==> config.mk <==
export PLATFORM = sky130hd
export DESIGN_NAME = instr_fetch_unit
export DESIGN_NICKNAME = d
export VERILOG_FILES = /design/src/rtl/instr_fetch_unit.sv
export SDC_FILE = /design/constraint.sdc
export NUM_CORES = 1
export LEC_CHECK = 0
export ABC_AREA = 1
export BUFFER_PORTS_ARGS = -buffer_cell sky130_fd_sc_hd__buf_2
export CORE_ASPECT_RATIO = 0.9
export CORE_MARGIN = 1
export CORE_UTILIZATION = 30
export DETAILED_ROUTE_END_ITERATION = 8
export PLACE_DENSITY_LB_ADDON = 0.15
export SKIP_CTS_REPAIR_TIMING = 1
export SLEW_MARGIN = 20
export SYNTH_ARGS = -nofsm -noshare
export SYNTH_HDL_FRONTEND = slang
export SYNTH_SLANG_ARGS = --single-unit
==> constraint.sdc <==
create_clock -name clk -period 1.5 [get_ports clk]
set_input_delay 0.075 -clock clk [delete_from_list [all_inputs] [get_ports clk]]
set_output_delay 0.075 -clock clk [all_outputs]
set_load 0.05 [all_outputs]
==> src/rtl/instr_fetch_unit.sv <==
// Fetch/IR stage of the multicycle CPU. Fetches instruction words over a req/ack handshake,
// holds them in IR for the control FSM, then advances PC sequentially or by redirect.
//
// state | meaning
// IDLE  | post-reset bubble, no request
// FETCH | mem_req held with mem_addr=pc until mem_ack
// HOLD  | IR valid for the controller, waiting for ctrl_done
// HALT  | halt opcode retired, no further fetches until reset

module instr_fetch_unit #(
    parameter int unsigned         ADDR_W   = 32,
    parameter int unsigned         DATA_W   = 32,
    parameter logic [ADDR_W-1:0]   RESET_PC = '0,
    parameter logic [5:0]          HALT_OP  = 6'h3F
) (
    input  logic              clk,
    input  logic              reset,
    output logic              mem_req,
    output logic [ADDR_W-1:0] mem_addr,
    input  logic              mem_ack,
    input  logic [DATA_W-1:0] mem_rdata,
    output logic              ir_valid,
    output logic [DATA_W-1:0] ir,
    output logic [5:0]        opcode,
    output logic [4:0]        rs,
    output logic [4:0]        rt,
    output logic [4:0]        rd,
    output logic [15:0]       imm,
    output logic [ADDR_W-1:0] pc,
    output logic [ADDR_W-1:0] pc_plus4,
    input  logic              ctrl_done,
    input  logic              redirect,
    input  logic [ADDR_W-1:0] redirect_pc,
    output logic              halted,
    output logic [31:0]       retired
);

    typedef enum logic [1:0] {
        IDLE  = 2'd0,
        FETCH = 2'd1,
        HOLD  = 2'd2,
        HALT  = 2'd3
    } state_t;

    state_t state;
    state_t state_next;

    logic              ack_take;
    logic              retire;
    logic [ADDR_W-1:0] pc_target;

    assign ack_take = (state == FETCH) && mem_ack;
    assign retire   = (state == HOLD) && ctrl_done;

    // Redirect targets are forced word aligned by masking the two low bits.
    assign pc_plus4  = pc + ADDR_W'(4);
    assign pc_target = redirect ? (redirect_pc & ~ADDR_W'(3)) : pc_plus4;

    always_ff @(posedge clk) begin
        if (reset) begin
            state <= IDLE;
        end else begin
            state <= state_next;
        end
    end

    always_comb begin
        state_next = state;
        case (state)
            IDLE:  state_next = FETCH;
            FETCH: if (mem_ack) state_next = HOLD;
            HOLD: begin
                if (ctrl_done) begin
                    state_next = (opcode == HALT_OP) ? HALT : FETCH;
                end
            end
            HALT:  state_next = HALT;
            default: state_next = IDLE;
        endcase
    end

    always_comb begin
        mem_req  = 1'b0;
        ir_valid = 1'b0;
        halted   = 1'b0;
        case (state)
            FETCH:   mem_req  = 1'b1;
            HOLD:    ir_valid = 1'b1;
            HALT:    halted   = 1'b1;
            default: ;
        endcase
    end

    always_ff @(posedge clk) begin
        if (reset) begin
            pc      <= RESET_PC;
            ir      <= '0;
            retired <= '0;
        end else begin
            if (ack_take) begin
                ir <= mem_rdata;
            end
            if (retire) begin
                retired <= retired + 32'd1;
                pc      <= pc_target;
            end
        end
    end

    assign mem_addr = pc;
    assign opcode   = ir[31:26];
    assign rs       = ir[25:21];
    assign rt       = ir[20:16];
    assign rd       = ir[15:11];
    assign imm      = ir[15:0];

endmodule

# After elaboration in Yosys (flattened, before gate mapping)
# Cells that the tools add are included.
[word_totals]
regBits = 98
in_bits = 69
out_inout_bits = 200
wordCells = 24
[classes]
add_sub_neg = 2
eq_ne = 6
muxes = 8
reduce_logical = 4
[ops]
columns = ["cell", "n"]
rows = [
  ["$add A32 B1 Y32 const B", 1],
  ["$add A32 B3 Y32 const B", 1],
  ["$mux W32", 1],
  ["$pmux W2 S4", 1],
  ["$eq A6 B6 Y1 const B", 1],
  ["$mux W2", 3],
  ["$eq A2 B2 Y1 const B", 2],
  ["$ne A2 B2 Y1 const B", 2],
  ["$mux W1", 3],
  ["$eq A2 B1 Y1 const B", 1],
  ["$logic_and A1 B1 Y1", 2],
  ["$logic_not A2 Y1", 1],
  ["$reduce_and A2 Y1", 1],
]

# Logic depth before layout (Yosys ltp)
[logic_depth]
word_depth = 4
ltp_mapped = 10
depth_no_buf = 10

# Worst setup path before layout
# No wires, ideal clock.
[synth_timing]
path_kind = "register -> register"
from = "reg pc[2] (netlist: mem_addr[2])"
to = "reg pc[13] (netlist: mem_addr[13])"
setup_time_ps = 70
arrival_ps = 2603
t_required_ps = 1430
path_slack_ps = -1173
stages_incl_launch_ff = 8
cell_sequence = "dfxtp_1 inv_1 nor2_4 nand2_4 nor2_4 xor2_1 nand2_1 a21oi_1"
[synth_via]
elab_chain_cells = 2
[synth_rtl]
columns = ["element", "line_no", "rtl"]
rows = [
  ["start, declared", "29", "output logic [ADDR_W-1:0] pc,"],
  ["start signal, assigned", "105", "pc <= pc_target;"],
  ["$add A32 B3 Y32", "56", "assign pc_plus4 = pc + ADDR_W'(4);"],
  ["named net pc_plus4[13]", "30", "output logic [ADDR_W-1:0] pc_plus4,"],
  ["$mux W32", "57", "assign pc_target = redirect ? (redirect_pc & ~ADDR_W'(3)) : pc_plus4;"],
]
# The timed path passes the listed nets, and every way through them passes these cells.
# A chain may end at the register's enable or synchronous reset.

# Final worst setup path
[layout_timing]
from = "reg pc[2] (netlist: mem_addr[2])"
to = "out pc_plus4[25]"
[layout_via]
elab_chain_cells = 1
[layout_rtl]
columns = ["element", "line_no"]
rows = [
  ["$add A32 B3 Y32", "56"],
  ["end, declared", "30"],
]
# No other way between the ends.

==> results.sh <==
export IMPL_outcome="finished with violations"
export IMPL_violations="hold timing, setup timing"
export IMPL_detail_route_wirelength_um=19670
export IMPL_fin_crit_ns=1.945
export IMPL_drt_iter0_markers=271
export IMPL_die_w_um=147.6
export IMPL_slowest_delay_ns=0.35
export IMPL_hold_ws_ns=-0.02887
export IMPL_dp_cells=1332
export IMPL_start_util_pct=30.89
export IMPL_final_period_utilization_pct=129.6
export IMPL_grt_pass1_vias=5469
export IMPL_gp_congestion=0.8529
export IMPL_via_per_inst=4.548
export IMPL_synth_area_um2=5723
export IMPL_rsz0062_at_grt="yes"
export IMPL_clockRootBuffer="clkbuf_16"
export IMPL_crit_required_ns=1.42
export IMPL_n_antenna_cell=0
export IMPL_ys_ff_latch=96
export IMPL_hold_viol=2
export IMPL_worstPathArrival_ns=1.87
export IMPL_routedWlPerCell_um=14.12
export IMPL_row_count=47
export IMPL_max_cap_violations=0
export IMPL_worst_path_max_delay_cell="dfxtp_4"
export IMPL_crit_chain="buf_6 -> clkinvlp_4 -> nor2_4 -> nand2_4 -> nor2_4 -> nand3b_1 -> nand2_4 -> buf_4"
export IMPL_final_setup_viol_count=39
export IMPL_ir_worst_vdd_mv=0.5155
export IMPL_clk_latency_ns=0.36
export IMPL_synth_warning_count=0
export IMPL_mostFrequentLayoutCells="buf_2 (232), nand2_1 (197), a21oi_1 (98), buf_4 (85), nor2_1 (65)"
export IMPL_ys_types=37
export IMPL_critPathKind="register to primary output"
export IMPL_clock_sinks=96
export IMPL_drive_above_1_share_pct=47.47
export IMPL_p_per_area_nw_per_um2=767.8
export IMPL_clk_path_buf_depth=2
export IMPL_postLayoutCellArea_um2=8989
export IMPL_syn_avg_cell_area_um2=6.773
export IMPL_rr_startpoint="mem_addr[2]"
export IMPL_postLayoutSetupSlackWorst_ns=-0.4446
export IMPL_synthCells=845
export IMPL_start_kind="register"
export IMPL_hpwl_um=14060
export IMPL_final_common_cell="buf_2"
export IMPL_ys_seq_area_share_pct=33.58
export IMPL_min_delay_path_class="primary input to register"
export IMPL_grt_pass1_wl_um=28730
export IMPL_fin_cells=1393
export IMPL_drt_pass1_iter_count=4
export IMPL_fmax_mhz=514.2
export IMPL_power_leakage_nw=4.147
export IMPL_htreeDepth=3
export IMPL_maxSlewViolCount=0
export IMPL_crit_fanout=5
export IMPL_fillers=1909
export IMPL_grtUsageTotal_pct=18.67
export IMPL_io_buffers=260
export IMPL_route_detailed_drc=0
export IMPL_finalNetCount=1214
export IMPL_vias=6335
export IMPL_antenna_found_initial=0
export IMPL_setup_worst_path_start="mem_addr[2]"
export IMPL_area_growth_pct=57.06
export IMPL_worstMarginPinSlew_ns=0.5135
export IMPL_hp_start="mem_rdata[5]"
export IMPL_maxSlewHeadroom_pct=65.77
export IMPL_grt_overflow=0
export IMPL_fin_util_pct=48.52
export IMPL_io_pins=269
export IMPL_path_clk_slew_ns=0.07
export IMPL_design_core_area_um2=18520
export IMPL_die_y_um=133.0
export IMPL_grt_max_degree=46
export IMPL_antenna_left=0
export IMPL_cts_made_buffers=9
export IMPL_critPathCaptureType="primary output"
export IMPL_die_area_um2=19630
export IMPL_skew_ns=0.009971
export IMPL_place_area_um2=7711
export IMPL_cts_tree="built"
export IMPL_pre_cts_slack_ns=-0.1644
cell families (layout without fill, tap and decap cells):
group | count (synthesis) | after routing | synth area share (%)
adder cells (fa/ha/maj) | 2 | 2 | 0.4372
AO/OA/AOI/OAI | 160 | 160 | 14.19
buffers and inverters | 162 | 460 | 15.68
other | 1 | 6 | 0.06553
AND/OR/NAND/NOR | 406 | 406 | 32.64
flip-flops | 96 | 96 | 33.58
XOR/XNOR | 18 | 18 | 3.411
stage by stage:
stage	TNS [ns]	power, mW
floorplan	-12.67	3.986
global placement	-2.059	4.345
detailed placement	-2.769	4.344
CTS	-13.27	6.830
global route	-14.02	7.171
finish	-10.06	6.901
metal layers:
metal	global-route usage, %	vias to the layer above	part of all wire (%)
met3	3.793	18	5.4
met5	0	-	0
li1	-	3235	-
met1	24.37	2892	45
met2	31.21	190	48
met4	4.868	0	1.1
state kept, by name (all words and copies together) (netlist names):
signal    cells
ir           32
retired      32
mem_addr     30
state         2
Yosys cell counts (all sizes together):
master	instances	area, µm²
or2	1	6.260
o21bai	1	7.510
nor3b	2	15.01
xor2	13	151.4
nand3b	6	45.04
nor3	8	40.04
and2	6	37.54
inv	60	225.2
nand4	11	98.84
nand2	236	918.4
a31oi	1	6.260
xnor2	5	43.79
conb	1	3.750
clkbuf	18	67.56
buf	84	604.3
o211ai	1	7.510
nand3	33	192.7
a211oi	1	7.510
nor2	103	514.3
dfxtp	96	1922
ha	2	25.02
o31ai	1	7.510
o21ai	44	220.2
a21oi	111	555.5
power breakdown:
part	internal, mW	leakage, nW	switching (mW)
clock network	1.32	0.150	1.13
logic	0.529	3.19	1.21
registers	2.63	0.803	0.0789
total	4.48	4.15	2.42
cell type report:
class                   count  area, µm²  share of cell area (%)
repair buffers            384       2615                   29.09
flip-flops and latches     96       1997                   22.22
well taps                 245      306.5                   3.410
clock inverters             6      71.32                  0.7934
clock buffers              10      229.0                   2.547
multi-input cells         592       3538                   39.37
inverters                  60      231.5                   2.575
critical path, delay by kind of cell, from the launching register on:
kind                   cells  cell delay [ns]
and+or+nand+nor            5             0.78
buffers and inverters      3             0.38
DFF                        1             0.35
path summary, 6_finish.rpt:
| path | cells past startpoint | end | slack [ns] |
|---|---|---|---|
| worst max-delay path | 8 | pc_plus4[25] | -0.44 |
| worst min-delay path | 3 | ir[5] | -0.03 |
| worst max register to register | 9 | mem_addr[14] | -0.08 |
| worst min register to register | 1 | retired[2] | 0.46 |
(Power assumes the default switching activity.)
